### config.mk
export PLATFORM = sky130hd
export DESIGN_NAME = inv_sub_bytes_iter
export DESIGN_NICKNAME = d
export VERILOG_FILES = /design/src/rtl/inv_sub_bytes_iter_pkg.sv /design/src/rtl/inv_sub_word.sv /design/src/rtl/inv_sub_bytes_iter.sv
export SDC_FILE = /design/constraint.sdc
export NUM_CORES = 1
export LEC_CHECK = 0
export CORE_MARGIN = 4
export CORE_UTILIZATION = 39
export CTS_BUF_LIST = sky130_fd_sc_hd__clkbuf_4
export CTS_CLUSTER_DIAMETER = 80
export DETAILED_ROUTE_END_ITERATION = 6
export PLACE_DENSITY = 0.64
export SKIP_CTS_REPAIR_TIMING = 1
export SLEW_MARGIN = 30
export SYNTH_ARGS = -nofsm -noshare
export SYNTH_HDL_FRONTEND = slang
export SYNTH_SLANG_ARGS = --single-unit
### constraint.sdc
create_clock -name Clk_CI -period 6.85 [get_ports Clk_CI]
set_clock_uncertainty 0.05 [all_clocks]
set_input_delay 1.7125 -clock Clk_CI [delete_from_list [all_inputs] [get_ports Clk_CI]]
set_output_delay 1.7125 -clock Clk_CI [all_outputs]
set_load 0.02 [all_outputs]
### src/rtl/inv_sub_bytes_iter_pkg.sv
// Shared types and constants for the AES-128 inverse byte-substitution engine.
// Holds the State/Word types, FSM encoding, the inverse S-box table and the
// legality check for the lane-count parameter.
package inv_sub_bytes_iter_pkg;

  typedef logic [7:0]       byte_t;
  typedef logic [31:0]      word_t;
  // Word w of a state sits at bits [32*w +: 32].
  typedef word_t [3:0]      state_t;

  typedef enum logic [1:0] {
    ST_IDLE = 2'd0,
    ST_BUSY = 2'd1,
    ST_DONE = 2'd2
  } fsm_e;

  localparam int WORDS = 4;

  // AES inverse S-box, indexed by the substituted byte value.
  localparam byte_t INV_SBOX [256] = '{
    8'h52, 8'h09, 8'h6a, 8'hd5, 8'h30, 8'h36, 8'ha5, 8'h38, 8'hbf, 8'h40, 8'ha3, 8'h9e, 8'h81, 8'hf3, 8'hd7, 8'hfb,
    8'h7c, 8'he3, 8'h39, 8'h82, 8'h9b, 8'h2f, 8'hff, 8'h87, 8'h34, 8'h8e, 8'h43, 8'h44, 8'hc4, 8'hde, 8'he9, 8'hcb,
    8'h54, 8'h7b, 8'h94, 8'h32, 8'ha6, 8'hc2, 8'h23, 8'h3d, 8'hee, 8'h4c, 8'h95, 8'h0b, 8'h42, 8'hfa, 8'hc3, 8'h4e,
    8'h08, 8'h2e, 8'ha1, 8'h66, 8'h28, 8'hd9, 8'h24, 8'hb2, 8'h76, 8'h5b, 8'ha2, 8'h49, 8'h6d, 8'h8b, 8'hd1, 8'h25,
    8'h72, 8'hf8, 8'hf6, 8'h64, 8'h86, 8'h68, 8'h98, 8'h16, 8'hd4, 8'ha4, 8'h5c, 8'hcc, 8'h5d, 8'h65, 8'hb6, 8'h92,
    8'h6c, 8'h70, 8'h48, 8'h50, 8'hfd, 8'hed, 8'hb9, 8'hda, 8'h5e, 8'h15, 8'h46, 8'h57, 8'ha7, 8'h8d, 8'h9d, 8'h84,
    8'h90, 8'hd8, 8'hab, 8'h00, 8'h8c, 8'hbc, 8'hd3, 8'h0a, 8'hf7, 8'he4, 8'h58, 8'h05, 8'hb8, 8'hb3, 8'h45, 8'h06,
    8'hd0, 8'h2c, 8'h1e, 8'h8f, 8'hca, 8'h3f, 8'h0f, 8'h02, 8'hc1, 8'haf, 8'hbd, 8'h03, 8'h01, 8'h13, 8'h8a, 8'h6b,
    8'h3a, 8'h91, 8'h11, 8'h41, 8'h4f, 8'h67, 8'hdc, 8'hea, 8'h97, 8'hf2, 8'hcf, 8'hce, 8'hf0, 8'hb4, 8'he6, 8'h73,
    8'h96, 8'hac, 8'h74, 8'h22, 8'he7, 8'had, 8'h35, 8'h85, 8'he2, 8'hf9, 8'h37, 8'he8, 8'h1c, 8'h75, 8'hdf, 8'h6e,
    8'h47, 8'hf1, 8'h1a, 8'h71, 8'h1d, 8'h29, 8'hc5, 8'h89, 8'h6f, 8'hb7, 8'h62, 8'h0e, 8'haa, 8'h18, 8'hbe, 8'h1b,
    8'hfc, 8'h56, 8'h3e, 8'h4b, 8'hc6, 8'hd2, 8'h79, 8'h20, 8'h9a, 8'hdb, 8'hc0, 8'hfe, 8'h78, 8'hcd, 8'h5a, 8'hf4,
    8'h1f, 8'hdd, 8'ha8, 8'h33, 8'h88, 8'h07, 8'hc7, 8'h31, 8'hb1, 8'h12, 8'h10, 8'h59, 8'h27, 8'h80, 8'hec, 8'h5f,
    8'h60, 8'h51, 8'h7f, 8'ha9, 8'h19, 8'hb5, 8'h4a, 8'h0d, 8'h2d, 8'he5, 8'h7a, 8'h9f, 8'h93, 8'hc9, 8'h9c, 8'hef,
    8'ha0, 8'he0, 8'h3b, 8'h4d, 8'hae, 8'h2a, 8'hf5, 8'hb0, 8'hc8, 8'heb, 8'hbb, 8'h3c, 8'h83, 8'h53, 8'h99, 8'h61,
    8'h17, 8'h2b, 8'h04, 8'h7e, 8'hba, 8'h77, 8'hd6, 8'h26, 8'he1, 8'h69, 8'h14, 8'h63, 8'h55, 8'h21, 8'h0c, 8'h7d
  };

  // Lane counts must divide the four state words evenly.
  function automatic bit lanes_legal(input int lanes);
    return (lanes == 1) || (lanes == 2) || (lanes == 4);
  endfunction

endpackage

### src/rtl/inv_sub_word.sv
// Inverse S-box substitution of one 32-bit word (four independent byte lookups).
// Latency: purely combinational.
// Backpressure: none; output follows input.
module inv_sub_word
  import inv_sub_bytes_iter_pkg::*;
(
  input  word_t i_word,
  output word_t o_word
);

  for (genvar b = 0; b < 4; b++) begin : g_byte
    assign o_word[8*b +: 8] = INV_SBOX[i_word[8*b +: 8]];
  end

endmodule

### src/rtl/inv_sub_bytes_iter.sv
// Iterative InvSubBytes: substitutes LANES words per cycle in place in a state register.
// Latency: accept edge, then 4/LANES BUSY cycles, then DONE holds the result.
// Backpressure: one state in flight; input ready only in IDLE, DONE stalls until OutReady_SI.
module inv_sub_bytes_iter
  import inv_sub_bytes_iter_pkg::*;
#(
  parameter int LANES = 1
) (
  input  logic   Clk_CI,
  input  logic   Rst_RI,
  input  state_t In_DI,
  input  logic   InValid_SI,
  output logic   InReady_SO,
  output state_t Out_DO,
  output logic   OutValid_SO,
  input  logic   OutReady_SI,
  output logic   Busy_SO
);

  localparam int N  = WORDS / LANES;
  localparam int CW = (N > 1) ? $clog2(N) : 1;

  generate
    if (!lanes_legal(LANES)) begin : g_bad_lanes
      $error("inv_sub_bytes_iter: LANES must be 1, 2 or 4");
    end
  endgenerate

  fsm_e            r_fsm;
  fsm_e            w_fsm_nxt;
  logic [CW-1:0]   r_cnt;
  state_t          r_state;

  logic [1:0]      w_base;
  logic            w_last;
  logic            w_accept;
  logic [1:0]      w_idx [LANES];
  word_t           w_sub [LANES];

  // First word handled this cycle; lanes cover consecutive words from here.
  assign w_base   = 2'(r_cnt * LANES);
  assign w_last   = (r_cnt == CW'(N - 1));
  assign w_accept = (r_fsm == ST_IDLE) && InValid_SI;

  for (genvar g = 0; g < LANES; g++) begin : g_lane
    assign w_idx[g] = w_base + 2'(g);
    inv_sub_word u_inv_sub_word (
      .i_word (r_state[w_idx[g]]),
      .o_word (w_sub[g])
    );
  end

  // FSM state register.
  always_ff @(posedge Clk_CI or posedge Rst_RI) begin
    if (Rst_RI) r_fsm <= ST_IDLE;
    else        r_fsm <= w_fsm_nxt;
  end

  // Next-state decode and handshake outputs.
  always_comb begin
    w_fsm_nxt   = r_fsm;
    InReady_SO  = 1'b0;
    OutValid_SO = 1'b0;
    Busy_SO     = 1'b0;
    case (r_fsm)
      ST_IDLE: begin
        InReady_SO = 1'b1;
        if (InValid_SI) w_fsm_nxt = ST_BUSY;
      end
      ST_BUSY: begin
        Busy_SO = 1'b1;
        if (w_last) w_fsm_nxt = ST_DONE;
      end
      ST_DONE: begin
        OutValid_SO = 1'b1;
        if (OutReady_SI) w_fsm_nxt = ST_IDLE;
      end
      default: w_fsm_nxt = ST_IDLE;
    endcase
  end

  // Word-group counter: cleared on accept, wraps after the last group.
  always_ff @(posedge Clk_CI or posedge Rst_RI) begin
    if (Rst_RI) begin
      r_cnt <= '0;
    end else if (w_accept) begin
      r_cnt <= '0;
    end else if (r_fsm == ST_BUSY) begin
      r_cnt <= w_last ? '0 : r_cnt + 1'b1;
    end
  end

  // State register: capture on accept, then overwrite the current words in place.
  always_ff @(posedge Clk_CI or posedge Rst_RI) begin
    if (Rst_RI) begin
      r_state <= '0;
    end else if (w_accept) begin
      r_state <= In_DI;
    end else if (r_fsm == ST_BUSY) begin
      for (int g = 0; g < LANES; g++) begin
        r_state[w_idx[g]] <= w_sub[g];
      end
    end
  end

  assign Out_DO = r_state;

endmodule

==> metrics <==
status=finished, final reports clean; CP max FO=51; synthesis-stage register bit count=132; core box area=0.0524 mm^2; final hold violations=0; GRT Resource Usage Total=36.8%; via count=25800; Post-Route WL=110 mm; met2 GRT Util=54.4%; synth cell count leaders=nand2_1 (172), a21oi_1 (155), clkbuf_1 (151), nor2_1 (140), dfrtp_1 (132); achievable frequency=195 MHz; Die H=238 um; TritonCTS Sinks=132; I/O pin cnt=263; Synth top area share=16.0%; worst path buffer plus inverter count=4; Netlist cell types=96; Final Cycle Share=75.0%; top_reg_cell synth=dfrtp_1; NumNets Final=2910; drt wl/cell=32.5 um; first-pass GRT wire length=162 mm; GR peak layer=met2; Arr. time, crit path=5.74 ns; largest net degree at the start of global routing=95; Filler cells=5241; number of global-route vias before repair=24100; std cell rows=84; Global Route met3 Usage=11.0%; async set or reset register ratio after synthesis=100%; count leader, synth=nand2_1; Area Overhead vs Synth=13.7%; slowest stage delay, CP=0.93 ns; Crit Path Class=reg -> reg; grt ovf=0; unrepaired setup endpoints after global routing=false; Hold/Removal Path Class=reg -> reg; maximum clock path buffer count=2; measured slew at the worst slew-check pin=1.01 ns; dominant cells by area after synthesis=dfrtp_1 (16%), ha_1 (5.1%), mux2i_1 (5.0%); drc violations=0; CP top delay family=buffers and inverters; area leader, netlist=dfrtp_1; Via density=7.58; TritonCTS clock tree=built; critical-path cell list=buf_4 > inv_2 > mux2_2 > inv_2 > buf_4 > nand2b_1 > a221oi_1 > o311ai_0 > o32ai_1 > a21oi_1 > o21ai_1; fraction of layout cells with a size suffix above 1=8.65%; Post-Syn Instances=2687; CTS Buf Count=17; Yosys warning count=0; max-slew violations=0; initial antenna violation count=8; Final ANT Viol Nets=0; Initial Utilization=39.4%; slowest stage cell, crit path=dfrtp_4; clock insertion delay at the later pin of the skew report=0.80 ns; Max-cap violations=0; 1st-pass router iterations=7; IO Port Bufs=262; clock period minus worst slack=5.14 ns; relative slew slack=32.0%; Chip Width=238 um; Final Wtd Congestion=1.06; Setup TNS=0 ns; final setup violating endpoints=0; H-tree depth=4; root buf cell=clkbuf_4; required time worst endpoint=7.46 ns; Startpoint Class=register; Worst setup EP type=register; register area share after synthesis=16.0%; post-synth net total=2903; hpwl dp=76.6 mm; area of the die=0.0567 mm^2; Clock transition at path regs=0.14 ns; drt initial violations=5132; Post-synth EDFFs=0; Post-Syn Area per Cell=7.68 um^2; met1 GRT Util=49.4%; Post-Syn Area=0.0206 mm^2
## cell type report
cell class	count	area [um^2]	area share, %
Tap cell	688	861	3.67
Timing Repair Buffer	310	3030	12.9
Sequential cell	132	3310	14.1
Clock buffer	18	135	0.576
Inverter	54	213	0.906
Clock inverter	13	200	0.853
Antenna cell	5	12.5	0.0533
Multi-Input combinational cell	2179	15700	66.9
## layout by cell type, fill, tap and decap left out, drive strengths merged, types with 44 or more instances in the layout
master,netlist,final
a21oi,155,155
nand2b,83,83
nand3,89,89
o21ai,224,224
mux2i,105,105
buf,171,48
mux2,44,44
o211ai,62,62
nor2,141,141
dfrtp,132,132
ha,84,84
inv,52,56
a31oi,53,53
clkdlybuf4s50,0,262
nor3,61,61
a311oi,57,57
a211oi,59,59
nand2,172,172
a22oi,127,127
## registers in the layout, summed over array words and instances (netlist names)
| register | flops |
|---|---|
| r_cnt | 2 |
| Out_DO | 128 |
| r_fsm | 2 |
## metrics by stage
stage | util, % | instances | cell area [um^2] | hold WS, ns | setup slack, ns
final | 44.7 | 3399 | 23500 | 0.510 | 1.71
after global routing | 44.7 | 3397 | 23500 | 0.537 | 1.40
after CTS | 44.7 | 3393 | 23400 | 0.512 | 1.82
after detailed placement | 44.0 | 3362 | 23100 | 0.473 | 1.86
after global placement | 44.0 | 3362 | 23100 | 0.469 | 1.85
after floorplan | - | 2687 | 20600 | 0.499 | 1.56
## metal layers
metal	wire length, um	vias to the layer above
met5	41	-
met4	6170	6
met3	14500	462
met2	46700	2254
met1	42900	12500
li1	-	10600
## worst min-delay path: cells and delay by family (launching register included)
kind	cells	cell delay [ns]
compound gates	2	0.14
flops	1	0.39
## worst paths after layout
check / startpoint / end / slack [ns] / cells past startpoint
setup reg to reg: r_cnt[0]$_DFFE_PP0P_ / Out_DO[64]$_DFFE_PP0P_ / 1.71 / 11
setup / recovery: r_cnt[0]$_DFFE_PP0P_ / Out_DO[64]$_DFFE_PP0P_ / 1.71 / 11
hold / removal: Out_DO[121]$_DFFE_PP0P_ / Out_DO[121]$_DFFE_PP0P_ / 0.51 / 2
min in group asynchronous: Rst_RI / Out_DO[51]$_DFFE_PP0P_ / 1.31 / 2
hold reg to reg: Out_DO[121]$_DFFE_PP0P_ / Out_DO[121]$_DFFE_PP0P_ / 0.51 / 2
max in group asynchronous: Rst_RI / Out_DO[113]$_DFFE_PP0P_ / 4.23 / 3
## logic make-up (layout without fill, tap and decap cells)
kind of cell / after synthesis / count (layout) / synth area share (%)
AOI/OAI and AO/OA: 1145 / 1145 / 39.5
and+or+nand+nor: 748 / 748 / 18.4
buffers and inverters: 376 / 395 / 8.33
muxes: 192 / 192 / 12.2
DFF: 132 / 132 / 16.0
adders and majority gates: 84 / 84 / 5.09
xor gates and xnor gates: 10 / 10 / 0.497
other: 0 / 5 / 0
Power is left out: the tool's default activity adds up to more than one toggle a clock period on the data nets, which glitch-free logic cannot reach.
